## src/rtl/seg_display_arbiter.sv

```systemverilog
// seg_display_arbiter: round-robin owner of the 8-digit seven-segment path.
// A winner's value is latched and clamped, offered over valid/ready, then the
// owner is held for DWELL_CYCLES after acceptance so the value stays readable.
//
// state | meaning
// IDLE  | no owner; arbitrate among pending requesters
// SEND  | latched value offered to the display datapath (disp_valid high)
// DWELL | value accepted; owner held until the dwell count expires
module seg_display_arbiter #(
  parameter int N_REQ        = 4,
  parameter int VALUE_W      = 26,
  parameter int DWELL_CYCLES = 50_000_000,
  parameter int MAX_DISPLAY  = 99_999_999
) (
  input  logic                       clk,
  input  logic                       reset,
  input  logic [N_REQ-1:0]           req_valid_i,
  input  logic [N_REQ*VALUE_W-1:0]   req_value_i,
  output logic [N_REQ-1:0]           req_ack_o,
  output logic                       disp_valid_o,
  input  logic                       disp_ready_i,
  output logic [26:0]                disp_value_o,
  output logic                       disp_ovf_o,
  output logic [2:0]                 grant_id_o,
  output logic                       busy_o
);

  localparam int IW = (N_REQ > 1) ? $clog2(N_REQ) : 1;
  localparam int CW = (DWELL_CYCLES > 1) ? $clog2(DWELL_CYCLES) : 1;
  localparam logic [CW-1:0] CNT_LAST = CW'(DWELL_CYCLES - 1);

  typedef enum logic [1:0] {IDLE, SEND, DWELL} state_t;

  state_t             state_q, state_d;
  logic [CW-1:0]      cnt_q;
  logic [2:0]         last_q;
  logic [2:0]         grant_q;
  logic [N_REQ-1:0]   ack_q;
  logic [26:0]        val_q;
  logic               ovf_q;

  logic               any_req;
  logic               found;
  int                 sum;
  logic [IW-1:0]      idx;
  logic [2:0]         win;
  logic [VALUE_W-1:0] sel_val;
  logic               clamp_ovf;
  logic [26:0]        clamp_val;

  assign any_req = |req_valid_i;

  // Round-robin pick: first pending index after the last owner, wrapping.
  always_comb begin
    win   = last_q;
    found = 1'b0;
    sum   = 0;
    idx   = '0;
    for (int k = 1; k <= N_REQ; k++) begin
      sum = int'(last_q) + k;
      if (sum >= N_REQ) sum = sum - N_REQ;
      idx = IW'(sum);
      if (!found && req_valid_i[idx]) begin
        found = 1'b1;
        win   = 3'(sum);
      end
    end
  end

  // Select the winner's value slice.
  always_comb begin
    sel_val = '0;
    for (int i = 0; i < N_REQ; i++) begin
      if (win == 3'(i)) sel_val = req_value_i[i*VALUE_W +: VALUE_W];
    end
  end

  // Clamp is resolved at latch time so disp_value/disp_ovf are plain registers.
  assign clamp_ovf = 64'(sel_val) > 64'(MAX_DISPLAY);
  assign clamp_val = clamp_ovf ? 27'(MAX_DISPLAY) : 27'(sel_val);

  // State register.
  always_ff @(posedge clk or posedge reset) begin
    if (reset) state_q <= IDLE;
    else       state_q <= state_d;
  end

  // Next-state logic.
  always_comb begin
    state_d = state_q;
    case (state_q)
      IDLE:    if (any_req) state_d = SEND;
      SEND:    if (disp_ready_i) state_d = DWELL;
      DWELL:   if (cnt_q == CNT_LAST) state_d = IDLE;
      default: state_d = IDLE;
    endcase
  end

  // Grant, latched value, dwell counter and round-robin pointer.
  always_ff @(posedge clk or posedge reset) begin
    if (reset) begin
      ack_q   <= '0;
      grant_q <= '0;
      val_q   <= '0;
      ovf_q   <= 1'b0;
      cnt_q   <= '0;
      last_q  <= 3'(N_REQ - 1);
    end else begin
      ack_q <= '0;
      case (state_q)
        IDLE: begin
          if (any_req) begin
            ack_q   <= N_REQ'(1) << win;
            grant_q <= win;
            val_q   <= clamp_val;
            ovf_q   <= clamp_ovf;
          end
        end
        SEND: begin
          if (disp_ready_i) cnt_q <= '0;
        end
        DWELL: begin
          cnt_q <= cnt_q + 1'b1;
          if (cnt_q == CNT_LAST) last_q <= grant_q;
        end
        default: ;
      endcase
    end
  end

  // Outputs decoded from state plus registered data.
  always_comb begin
    disp_valid_o = (state_q == SEND);
    busy_o       = (state_q != IDLE);
    req_ack_o    = ack_q;
    disp_value_o = val_q;
    disp_ovf_o   = ovf_q;
    grant_id_o   = grant_q;
  end

endmodule

```

## config.mk

```make
export PLATFORM = sky130hd
export DESIGN_NAME = seg_display_arbiter
export DESIGN_NICKNAME = d
export VERILOG_FILES = /design/src/rtl/seg_display_arbiter.sv
export SDC_FILE = /design/constraint.sdc
export NUM_CORES = 1
export LEC_CHECK = 0
export CAP_MARGIN = 20
export CORE_MARGIN = 3
export CORE_UTILIZATION = 33
export DETAILED_ROUTE_END_ITERATION = 12
export GPL_ROUTABILITY_DRIVEN = 0
export HOLD_SLACK_MARGIN = 0.05
export PLACE_DENSITY_LB_ADDON = 0.12
export SYNTH_ARGS = -nofsm -noshare
export SYNTH_HDL_FRONTEND = slang
export SYNTH_SLANG_ARGS = --single-unit
```

## constraint.sdc

```tcl
create_clock -name clk -period 6.8 [get_ports clk]
set_input_delay 0.68 -clock clk [delete_from_list [all_inputs] [get_ports clk]]
set_output_delay 0.68 -clock clk [all_outputs]
set_load 0.03 [all_outputs]
```

==> impl_results.md, run 1 <==
* CP Max Fanout at 30
* Final WL at around 13000 um
* Die extent in x at about 120 um
* Cells after Synth at ~440
* Crit path kind: register to register
* Synth Area in XOR/XNOR at less than 1%
* Max-slew violations at 0
* Wire per inst at ~17 um
* Worst-Skew Late Latency at between 0.3 and 0.4 ns
* Critical path required time at around 7.0 ns
* Rel. slew slack at 32.4%
* Period utilisation layout at 60.1%
* First-pass GRT wire length at 20800 um
* Lkg Pwr at roughly 0.0024 uW
* Min Clock Period, post-route at about 4 ns
* Dominant synthesized flop cell: dfrtp_1
* Worst-Margin Slew at ~1.0 ns
* Total CTS buffers at 9
* Compound-cell area share of the yosys netlist at approximately a quarter
* Initial Util at between 30% and 40%
* CTS H-tree lvls at 3
* Root cell of the clock tree: clkbuf_16
* Endpoint of the worst register-to-register path: disp_value_o[11]$_DFFE_PP0P_
* Routed Antenna Nets at 0
* Sw Share at about two fifths
* Initial antenna violation count at 0
* Syn-to-layout area delta at 44.3%
* Final Hold Vio Count at 0
* Seq/Total Area, Yosys at between 30% and 40%
* Die height at 117 um
* I/O pin count at 148
* Fmax at between 200 and 250 MHz
* Cts hold-fix bufs at 0
* Launch point of the worst path: last_q[0]$_DFFE_PP1P_
* Launch point of the worst reg-to-reg path: last_q[0]$_DFFE_PP1P_
* IO Port Bufs at about 150
* Slowest stage delay, CP at slightly above 0.8 ns
* Combinational Power Share at between 40% and 50%
* Synth Area in Simple Gates at between 15 and 20%
* Post-Syn Area at a little over 4000 um^2
* Post-route setup TNS at 0 ns
* Fraction of layout cells with a size suffix above 1 at around 7.3%
* Most frequent cells in the layout: clkdlybuf4s50_1 (145), dfrtp_1 (62), nand2_1 (54)
* Worst setup EP type: register
* Avg Vias per Cell at 5.25
* Avg Cell Area, Syn at slightly above 9 um^2
* Core area at between 10000 and 15000 um^2
* Final Skew at ~0.0047 ns
* Post-DP HPWL at slightly above 9000 um
* Nets@finish at 681
* Worst Hold Class: register to register
* Initial DRC Count at about 210
* Largest net degree at the start of global routing at 65
* Setup crit start kind: register
* Internal Power at around 1200 uW
* Design area at roughly 5900 um^2
* Global-route met3 utilization at around 5.3%
* Total Routing Usage GR at between 15 and 20%
* CP max-delay cell: a211o_1
* Netlist cell types at 56
* Yosys warns at 0
* Seq pwr share at ~29%
* Met1 GRT Util at approximately a quarter
* Synth top area cells: dfrtp_1 (38%), mux2i_1 (7.3%), a221o_1 (5.9%)
* Status: finished clean
* Critical Path Sink: disp_value_o[11]$_DFFE_PP0P_
* Most common cell after layout, fill and taps aside: clkdlybuf4s50_1
* Crit path cell chain: inv_1, ha_1, mux4_2, a211oi_2, a211o_1, nor2_1, and2_1, a221o_1
* Routed via count at ~3900
* Synthesized flop and latch total at 64
* PwrDens at 330 nW/um^2
* CTS clock-pin slew for the worst setup and hold paths at about 0.050 ns
* Clock power share at between 20% and 30%
* R2R cell count at 8
* Asr flop ratio synth at 100%
* Post-CTS sizing at 0
* EDFF count, synth at 0
* Dpl cell area at 5620 um^2
* CTS sink cnt at 64
* Post-synthesis mux area share at about a tenth
* Net load switching power at a little under 800 uW
* Worst R2R Setup Slack at around 2.7 ns
* Post-synth top area share at between 30% and 40%
* Worst hold slack at 0.498 ns
* Peak supply drop at approximately 0.14 mV
* Max Cap Viol at 0
* Max clock buf depth at 2
* DR DRC count at 0
* Adder-cell area share of the yosys netlist at less than 1%
* Most used routing layer: met2
* Met2 Usage GRT at between 30% and 40%
* Dominant cell type by area after synthesis: dfrtp_1
* # rows at 40
* Largest family of logic cells by synthesized area: compound AO/OA/AOI/OAI gates
* Vias in the first global route at about 4000
* Post-CTS setup buffer count at 0
* TritonRoute pass-1 iters at 4
* Final setup viols at 0
* Total gr overflow at 0
* Antenna diodes at 0
* RSZ-0062 raised after global routing: no
* Die ar. at 13800 um^2
* Arr. time, crit path at around 4.3 ns
* CTS tree: built
## kinds of logic after synthesis
logic type | count (synthesis)
other cells | 1
xor+xnor | 2
flops | 64
mux | 38
fa+ha+maj | 3
compound gates | 133
simple gates | 150
buf+inv | 50
## worst max-delay path, delay by kind of cell (launching register included)
kind	cells	cell delay (ns)
simple gates	2	0.72
compound gates	3	1.52
buf+inv	1	0.08
fa+ha+maj	1	0.50
flops	1	0.73
mux	1	0.42
## synthesized netlist by cell type, types with 2 or more instances
cell	number
a222oi_1	2
nand2b_1	30
or3_1	2
a21oi_1	10
ha_1	3
mux2_2	4
mux2i_1	30
buf_4	6
buf_2	9
xnor2_1	2
a21o_1	2
nor3_1	5
nor4_1	5
inv_1	12
dfrtp_1	62
o21ai_0	17
nor4b_1	3
nand2_1	54
a221o_1	24
nor2b_1	2
o31ai_1	29
o21bai_1	3
mux4_2	3
nand3_1	6
o21ai_1	24
nor3b_1	4
nand4_1	10
clkbuf_1	17
dfstp_2	2
a21boi_1	2
a211oi_2	2
nor2_1	19
a31oi_1	10
buf_6	4
## per-layer routing
| layer | up-vias | wire length, um |
|---|---|---|
| met4 | 0 | 121 |
| li1 | 1879 | - |
| met2 | 137 | 6060 |
| met5 | - | 0 |
| met3 | 9 | 1000 |
| met1 | 1858 | 5380 |
## registers in the layout (all words and copies together) (netlist names)
signal	count
cnt_q	26
disp_value_o	26
req_ack_o	4
grant_id_o	3
last_q	3
state_q	2
## stage by stage
| step | setup slack [ns] | std cells | util, % | power [uW] |
|---|---|---|---|---|
| 5_1_grt | 2.41 | 740 | 49.0 | 2080 |
| 3_3_place_gp | 2.62 | 724 | 46.6 | 1520 |
| 2_1_floorplan | 3.58 | 442 | - | 1150 |
| 3_5_place_dp | 2.50 | 724 | 46.6 | 1520 |
| 6_report | 2.71 | 740 | 49.0 | 1950 |
| 4_1_cts | 2.71 | 740 | 49.0 | 1970 |
## worst min-delay path by stage
stage	from	endpoint	slack, ns	cells past startpoint
final	cnt_q[17]$_DFFE_PP0P_	cnt_q[17]$_DFFE_PP0P_	0.50	1
after floorplan	cnt_q[25]$_DFFE_PP0P_	cnt_q[25]$_DFFE_PP0P_	0.43	1
after CTS	cnt_q[17]$_DFFE_PP0P_	cnt_q[17]$_DFFE_PP0P_	0.50	1
after global placement	cnt_q[17]$_DFFE_PP0P_	cnt_q[17]$_DFFE_PP0P_	0.47	1
after global routing	cnt_q[17]$_DFFE_PP0P_	cnt_q[17]$_DFFE_PP0P_	0.52	1
after detailed placement	cnt_q[17]$_DFFE_PP0P_	cnt_q[17]$_DFFE_PP0P_	0.49	1
## layout make-up
| type | count | area (um^2) |
|---|---|---|
| Inverter | 13 | 48.8 |
| Tap cell | 168 | 210 |
| Fill cell | 1152 | 6160 |
| Clock buffer | 14 | 274 |
| Timing Repair Buffer | 151 | 1500 |
| Sequential cell | 64 | 1600 |
| Multi-Input combinational cell | 328 | 2260 |
| Clock inverter | 2 | 12.5 |
## power by group through the flow
stage | Clock (uW) | Combinational (uW) | Sequential, uW
after global routing | 469 | 1030 | 581
after floorplan | 0 | 425 | 725
after CTS | 449 | 955 | 568
final | 440 | 943 | 566
after global placement | 0 | 949 | 569
after detailed placement | 0 | 956 | 568
No activity file was read; power rests on OpenSTA's default activity.
==> run 2: changes to the inputs <==
Clock period 6.8 ns to 3.5 ns, I/O delays scaled along.
==> impl_results.md, run 2 (same netlist as run 1, synthesis figures left out) <==
* Status: finished clean
* Die height at between 100 and 150 um
* Avg Vias per Cell at ~5.2
* Fmax at between 300 and 400 MHz
* Core area at between 10000 and 15000 um^2
* CTS tree: built
* Total Routing Usage GR at between 15 and 20%
* Metal-1 WL at between 5000 and 6000 um
* Vias in the first global route at 3931
* Crit path kind: register to register
* Total CTS buffers at 9
* Die extent in x at 117 um
* Worst hold slack at a little under 0.4 ns
* Max-slew violations at 0
* Cells after DPL at between 700 and 800
* TritonRoute pass-1 iters at 7
* Max Cap Viol at 0
* IO Port Bufs at ~150
* I/O pin count at roughly 150
* Met3 WL post-DR at roughly 1100 um
* Clock power share at ~22%
* CTS H-tree lvls at 3
* Final setup viols at 0
* Fraction of layout cells with a size suffix above 1 at under 10%
* Cts hold-fix bufs at 0
* Net load switching power at around 1500 uW
* CTS sink cnt at between 60 and 70
* Initial Util at between 30% and 40%
* Nets@finish at 686
* Lkg Pwr at between 0.002 and 0.0025 uW
* Most frequent cells in the layout: clkdlybuf4s50_1 (145), dfrtp_1 (62), nand2_1 (54)
* Arr. time, crit path at ~3.4 ns
* Fin util at 49.6%
* Wire per inst at between 15 and 20 um
* Final WL at about 12000 um
* Critical path required time at roughly 3.7 ns
* Final Skew at between 0.009 and 0.01 ns
* Root cell of the clock tree: clkbuf_16
* Cell Count, Final, Fillers Out at ~750
* Die ar. at 13800 um^2
* Setup crit start kind: register
* Initial DRC Count at between 200 and 250
* Max clock buf depth at 2
* Peak supply drop at around 0.28 mV
* Worst setup EP type: register
* CP Max Fanout at 24
* # rows at 40
* Largest net degree at the start of global routing at 39
* Uppermost routed layer: met4
* Syn-to-layout area delta at 46.1%
* Most common cell after layout, fill and taps aside: clkdlybuf4s50_1
* Final Hold Vio Count at 0
* Seq pwr share at about 29%
* Antenna diodes at 0
* CTS clock-pin slew for the worst setup and hold paths at 0.06 ns
* Min Clock Period, post-route at around 3.2 ns
* Sw Share at around 40%
* First-pass GRT wire length at about 20000 um
* Routed Antenna Nets at 0
* Initial antenna violation count at 0
* Combinational Power Share at about 50%
* Worst-Skew Late Latency at roughly 0.33 ns
* PwrDens at between 600 and 700 nW/um^2
* DR DRC count at 0
* Period utilisation layout at between 90% and 100%
* Post-DP HPWL at roughly 9000 um
* Total gr overflow at 0
* Met2 wire length at just under 6000 um
* Worst-Margin Slew at slightly above 1 ns
* Rel. slew slack at between 30% and 40%
* Post-route setup TNS at 0 ns
* Routed via count at 3904
* Worst Hold Class: input pin to async pin
* Internal Power at about 2200 uW
* RSZ-0062 raised after global routing: no
[run 2: changes by cell type in the layout (fill, tap and decap cells not counted), moves of 2 or more]
cell        before  now
clkbuf_8         3    0
clkinvlp_4       1    4
buf_12           0    3
buf_4            6    8
clkbuf_1         2    0
[run 2: repair_timing]
item	in CTS	in global routing
setup endpoints to repair	0	23
buffers inserted	0	0
gates resized for setup	0	2
[run 2: final cells by class]
| cell class | instances | area [um^2] |
|---|---|---|
| Sequential cell | 64 | 1610 |
| Clock buffer | 9 | 225 |
| Tap cell | 168 | 210 |
| Inverter | 13 | 48.8 |
| Clock inverter | 7 | 48.8 |
| Multi-Input combinational cell | 328 | 2270 |
| Timing Repair Buffer | 156 | 1570 |
| Fill cell | 1140 | 6080 |
[run 2: worst max-delay path, cell delays in order, from the launching register on]
cell,delay [ns]
dfstp_4,0.73
inv_1,0.07
ha_1,0.48
inv_1,0.12
a221o_1,0.37
a311oi_2,0.48
a21oi_4,0.13
and2_1,0.18
buf_4,0.22
a221o_1,0.32
[run 2: final timing paths]
check                                       from  depth (start not counted)  slack, ns                          end
setup reg to reg           last_q[0]$_DFFE_PP1P_                          9       0.27  disp_value_o[8]$_DFFE_PP0P_
hold reg to reg            cnt_q[25]$_DFFE_PP0P_                          1       0.48        cnt_q[25]$_DFFE_PP0P_
hold / removal                             reset                          2       0.40       req_ack_o[3]$_DFF_PP0_
setup / recovery           last_q[0]$_DFFE_PP1P_                          9       0.27  disp_value_o[8]$_DFFE_PP0P_
min in group clk           cnt_q[25]$_DFFE_PP0P_                          1       0.48        cnt_q[25]$_DFFE_PP0P_
max in group asynchronous                  reset                          3       2.16        last_q[1]$_DFFE_PP1P_
[run 2: layer usage]
metal | up-vias | track usage (%)
met2 | 138 | 30.6
met4 | 0 | 4.47
met5 | - | 0
met1 | 1857 | 21.8
li1 | 1896 | -
met3 | 13 | 6.80
[run 2: power groups by stage]
stage,Combinational [uW],Sequential (uW),Clock (uW)
6_report,1890,1090,813
3_5_place_dp,1900,1090,0
2_1_floorplan,826,1410,0
3_3_place_gp,1890,1090,0
4_1_cts,1900,1090,834
5_1_grt,2030,1120,875
[run 2: per-stage QoR]
step	total power [uW]	worst slack, ns	area, um^2
after floorplan	2230	0.283	4100
after global placement	2980	0.287	5690
after detailed placement	3000	0.239	5690
after CTS	3830	0.226	5970
after global routing	4020	0.0569	5980
final	3780	0.274	5980
